**config.mk**
```make
export PLATFORM = sky130hd
export DESIGN_NAME = fetch_decode_queue
export DESIGN_NICKNAME = d
export VERILOG_FILES = /design/src/rtl/fetch_decode_queue.sv
export SDC_FILE = /design/constraint.sdc
export NUM_CORES = 1
export LEC_CHECK = 0
export CAP_MARGIN = 10
export CORE_ASPECT_RATIO = 1.1
export CORE_MARGIN = 4
export CORE_UTILIZATION = 35
export DETAILED_ROUTE_END_ITERATION = 16
export GPL_TIMING_DRIVEN = 0
export PLACE_DENSITY_LB_ADDON = 0.1
export SLEW_MARGIN = 20
export SYNTH_ARGS = -nofsm -noshare
export SYNTH_HDL_FRONTEND = slang
export SYNTH_SLANG_ARGS = --single-unit
export TNS_END_PERCENT = 100
```
**constraint.sdc**
```tcl
create_clock -name i_aclk -period 8.7 [get_ports i_aclk]
set_input_delay 1.74 -clock i_aclk [delete_from_list [all_inputs] [get_ports i_aclk]]
set_output_delay 1.74 -clock i_aclk [all_outputs]
set_load 0.02 [all_outputs]
```
**src/rtl/fetch_decode_queue.sv**
```systemverilog
// fetch_decode_queue
//   Instruction buffer between fetch and decode. Fetched instructions and
//   their PC+4 are queued in order. The head entry is presented to decode.
//   Fetch is back-pressured through o_stall. A taken branch or jump (i_flush)
//   discards every buffered wrong-path entry.
//
// Handshake: an entry is written when i_instr_valid=1, there is room, and
//   no flush is in progress. The head entry leaves the queue when o_valid=1,
//   i_decode_ready=1, and no flush is in progress. A push made in cycle N
//   appears at the head in cycle N+1. There is no same-cycle bypass.
//
// Ports:
//   i_aclk          clock
//   i_areset        synchronous active-high reset
//   i_instruction   instruction from fetch
//   i_pcplus4       PC+4 paired with i_instruction
//   i_instr_valid   push request
//   o_stall         back-pressure to fetch (a function of registered count only)
//   i_flush         discard all entries
//   i_decode_ready  decode consumes the head this cycle
//   o_instruction   head instruction, NOP_INSTR when empty
//   o_pcplus4       head PC+4, 0 when empty
//   o_valid         head entry valid
//   o_count         current occupancy
//   o_overflow      sticky: push attempted while full, cleared only by reset
module fetch_decode_queue #(
    parameter int          ADDR_SIZE    = 32,
    parameter int          INST_SIZE    = 32,
    parameter int          DEPTH        = 4,
    parameter int          STALL_THRESH = DEPTH - 2,
    parameter logic [31:0] NOP_INSTR    = 32'h0000_0013
) (
    input  logic                         i_aclk,
    input  logic                         i_areset,
    input  logic [INST_SIZE-1:0]         i_instruction,
    input  logic [ADDR_SIZE-1:0]         i_pcplus4,
    input  logic                         i_instr_valid,
    output logic                         o_stall,
    input  logic                         i_flush,
    input  logic                         i_decode_ready,
    output logic [INST_SIZE-1:0]         o_instruction,
    output logic [ADDR_SIZE-1:0]         o_pcplus4,
    output logic                         o_valid,
    output logic [$clog2(DEPTH+1)-1:0]   o_count,
    output logic                         o_overflow
);

    localparam int PTR_W = $clog2(DEPTH);
    localparam int CNT_W = $clog2(DEPTH + 1);

    logic [INST_SIZE-1:0] mem_instr [DEPTH];
    logic [ADDR_SIZE-1:0] mem_pc    [DEPTH];

    logic [PTR_W-1:0] rd_ptr;
    logic [PTR_W-1:0] wr_ptr;
    logic [CNT_W-1:0] count;
    logic             overflow;

    logic full;
    logic empty;
    logic push;
    logic pop;

    assign full  = (count == CNT_W'(DEPTH));
    assign empty = (count == '0);

    assign pop  = ~empty & i_decode_ready & ~i_flush;
    // When the queue is full, a pop in the same cycle frees the slot that
    // the push needs, so the push is still accepted.
    assign push = i_instr_valid & (~full | pop) & ~i_flush;

    always_ff @(posedge i_aclk) begin
        if (i_areset) begin
            rd_ptr   <= '0;
            wr_ptr   <= '0;
            count    <= '0;
            overflow <= 1'b0;
        end else if (i_flush) begin
            // The flag is sticky and survives a flush.
            rd_ptr <= '0;
            wr_ptr <= '0;
            count  <= '0;
        end else begin
            if (push) begin
                wr_ptr <= wr_ptr + 1'b1;
            end
            if (pop) begin
                rd_ptr <= rd_ptr + 1'b1;
            end
            case ({push, pop})
                2'b10:   count <= count + 1'b1;
                2'b01:   count <= count - 1'b1;
                default: count <= count;
            endcase
            if (i_instr_valid && full && !pop) begin
                overflow <= 1'b1;
            end
        end
    end

    // The storage array is not reset. Its contents are not visible while
    // the count is zero.
    always_ff @(posedge i_aclk) begin
        if (push && !i_areset) begin
            mem_instr[wr_ptr] <= i_instruction;
            mem_pc[wr_ptr]    <= i_pcplus4;
        end
    end

    assign o_valid       = ~empty;
    assign o_instruction = empty ? INST_SIZE'(NOP_INSTR) : mem_instr[rd_ptr];
    assign o_pcplus4     = empty ? '0 : mem_pc[rd_ptr];
    assign o_stall       = (count >= CNT_W'(STALL_THRESH));
    assign o_count       = count;
    assign o_overflow    = overflow;

endmodule
```
==> impl_results.md <==
* Result of the run: finished clean
* Leakage dissipation at 4.12 nW
* Residual DRC at 0
* Wirelength per Cell at 20.0 µm
* Number of levels the H-tree was split into at 1
* # port buffers at 138
* Main synth FF type: edfxtp_1
* Vias in the first global route at 5500
* Total Negative Setup Slacks at 0 ps
* Cell type contributing the most total cell area after synthesis: edfxtp_1
* Cell count after placement at 975
* Arrival time at the worst endpoint at 2680 ps
* Ant. Diodes at 0
* Total grt overflow at 0
* Transition time at the pin with the least slew margin at 586 ps
* Hold-critical path depth at 2
* Die width at 171 µm
* Die Span Y at 187 µm
* Unrepaired setup endpoints after global routing: false
* Worst rel slew slack at 0.609
* Wire length of the first global-routing pass at 31600 µm
* Count of max-cap constraint violations at 0
* Count of flip-flops with a built-in enable after synthesis at 256
* Number of vias in the routed layout at 4906
* Post-Route WL at 20500 µm
* Initial antenna violation count at 2
* Critical register-to-register path endpoint: o_count[2]
* Mean area per synthesized cell at 22.0 µm²
* Rows at 65
* RePlAce Congestion at 0.696
* Via count normalized by instance count at 4.77
* Register-to-register setup slack at 6270 ps
* Launch instance of the worst min-delay path: o_overflow
* Layout Area Growth over Synthesis at 27.9%
* Worst VDD drop at 0.167 mV
* Root buffer selected by CTS: clkbuf_16
* Count of nets left with antenna violations after detail routing at 0
* Highest clock rate at 226 MHz
* Layout cell share with drive strength beyond 1 at 0.198
* Clock tree from TritonCTS: yes
* Data required, critical path at 6960 ps
* Overall track demand over capacity in global routing at 0.128
* Hold endpoint: o_overflow
* TritonCTS Buffers at 29
* Half-perimeter wire length after placement at 12600 µm
* Sequential fraction of the synthesis area at 0.772
* Worst r2r src: o_count[0]
* Yosys cell types at 28
* Final cell count without fillers at 1028
* Flip-flop and latch count after synthesis at 266
* Largest buffer count on any clock path at 3
* Number of cells upsized or downsized after cts at 0
* Number of hold-slack violations in the final timing report at 0
* CORE AREA at 0.0287 mm²
* Worst Reg2Reg Path Length in Cells at 8
* Number of endpoints failing setup at the final stage at 0
* Top area cells in the synthesized netlist: edfxtp_1, mux4_2, and2_1
* Filler cell count at 2473
* Part of the cycle the worst path needs at 0.509
* Classification of the worst setup path: reg -> out
* Largest net degree at the start of global routing at 34
* Number of nets in the synthesized netlist at 540
* Hold-fix buffers, CTS at 0
* 1st-pass router iterations at 4
* Commonest non-fill, non-tap cell in the layout: edfxtp_1
* Power per standard cell area at 207 mW/mm²
* Clock Pin Slew Worst Setup and Hold Paths at 60 ps
* Number of warning messages in the yosys log at 0
* Post-CTS setup buffer count at 0
* Number of top-level pins at 139
* Area of all placed cells without fillers at 0.0131 mm²
* Number of design-rule violations left by the first detailed-router iteration at 182
* Synthesized instance count at 465
* Placement Cell Area at 0.0121 mm²
* Die area at 0.0320 mm²
* TritonCTS Sinks at 266
* Top fanout value on the critical path at 10
* Post-synthesis async set-or-reset flop share at 0
* Class of the worst hold path: reg -> reg
* Shortest clock period the worst path allows after layout at 4420 ps
* Type of element capturing the critical path: output port
* CP Launch Type: flip-flop
* Layout Skew at 8.08 ps
* Nets at 713
* Total power after layout at 0.00271 W
* Number of max-slew violations in the final report at 0
* Later-pin clock latency in the skew report at 530 ps
* Post-Syn Area at 0.0102 mm²
* Yosys top cell area share at 0.753
* Commonest cells after routing, fill and taps aside: edfxtp_1, clkdlybuf4s50_1, and2_1
* Effective utilization at floorplan at 0.356
-- registers in the layout, indices dropped and copies added (netlist names), named ones only --
name,cells
rd_ptr,2
mem_instr,128
wr_ptr,2
o_count,3
mem_pc,128
o_overflow,1
-- per-layer routing --
layer  global-route usage  vias up  part of all wire
met5                    0        -            0.0013
met3               0.0353       34             0.067
met2                0.225      139              0.51
li1                     -     2230                 -
met1                0.158     2499              0.40
met4               0.0265        4             0.016
-- area by class of cell --
cell class                 count  area, µm²  share of cell area
buffer                        21        140              0.0107
clock buffer                  33        741              0.0567
clock inverter                20        181              0.0139
inverter                       6       22.5             0.00172
multi-input combinational    172       2170               0.166
sequential                   266       7890               0.604
tap                          368        460              0.0352
timing repair buffer         142       1460               0.112
-- metrics by stage --
step / worst slack, ps / hold slack [ps] / util
2_1_floorplan: 4600 / 485 / -
3_3_place_gp: 2540 / 457 / 0.420
3_5_place_dp: 4530 / 470 / 0.423
4_1_cts: 4140 / 484 / 0.455
5_1_grt: 4040 / 525 / 0.455
6_report: 4280 / 476 / 0.455
-- worst max-delay path, cell delays in order (launching register included) --
cell,delay [ps]
dfxtp_1,370
or2_1,250
nor2_1,290
inv_2,190
clkbuf_1,280
and2_1,200
clkdlybuf4s50_1,570
-- cells by family (layout without fill, tap and decap cells) --
| kind of cell | count (synthesis) | count (layout) | synth area share |
|---|---|---|---|
| buf+inv | 27 | 222 | 0.0159 |
| xor+xnor | 4 | 4 | 0.00343 |
| fa+ha+maj | 6 | 6 | 0.00809 |
| mux | 64 | 64 | 0.143 |
| simple gates | 88 | 88 | 0.0519 |
| compound gates | 10 | 10 | 0.00576 |
| flops | 266 | 266 | 0.772 |
-- cells in the mapped netlist, types with 2 or more instances --
library cell,number
edfxtp_1,256
and2_1,65
mux4_2,60
dfxtp_1,10
nor2_1,10
buf_6,7
clkbuf_1,7
buf_2,6
ha_1,5
inv_1,5
a21oi_1,4
mux4_1,4
or2_2,4
xor2_1,4
o21ai_0,3
nand2b_1,2
or3_1,2
-- worst max-delay path by stage --
stage                              start               end  cells after the start
after CTS                     o_count[1]     o_pcplus4[29]                      6
after global placement           i_flush  mem_instr[0][29]                      4
final                         o_count[1]  o_instruction[3]                      6
after detailed placement  i_decode_ready        o_count[2]                      9
after global routing          o_count[1]     o_pcplus4[23]                      6
after floorplan                  i_flush   mem_instr[0][0]                      3
-- power breakdown --
part,total (W),switching [W],internal [W]
clock,0.00117,0.000471,0.000698
combinational,0.000119,0.0000558,0.0000635
sequential,0.00142,0.00000287,0.00142
(Power assumes the default switching activity.)
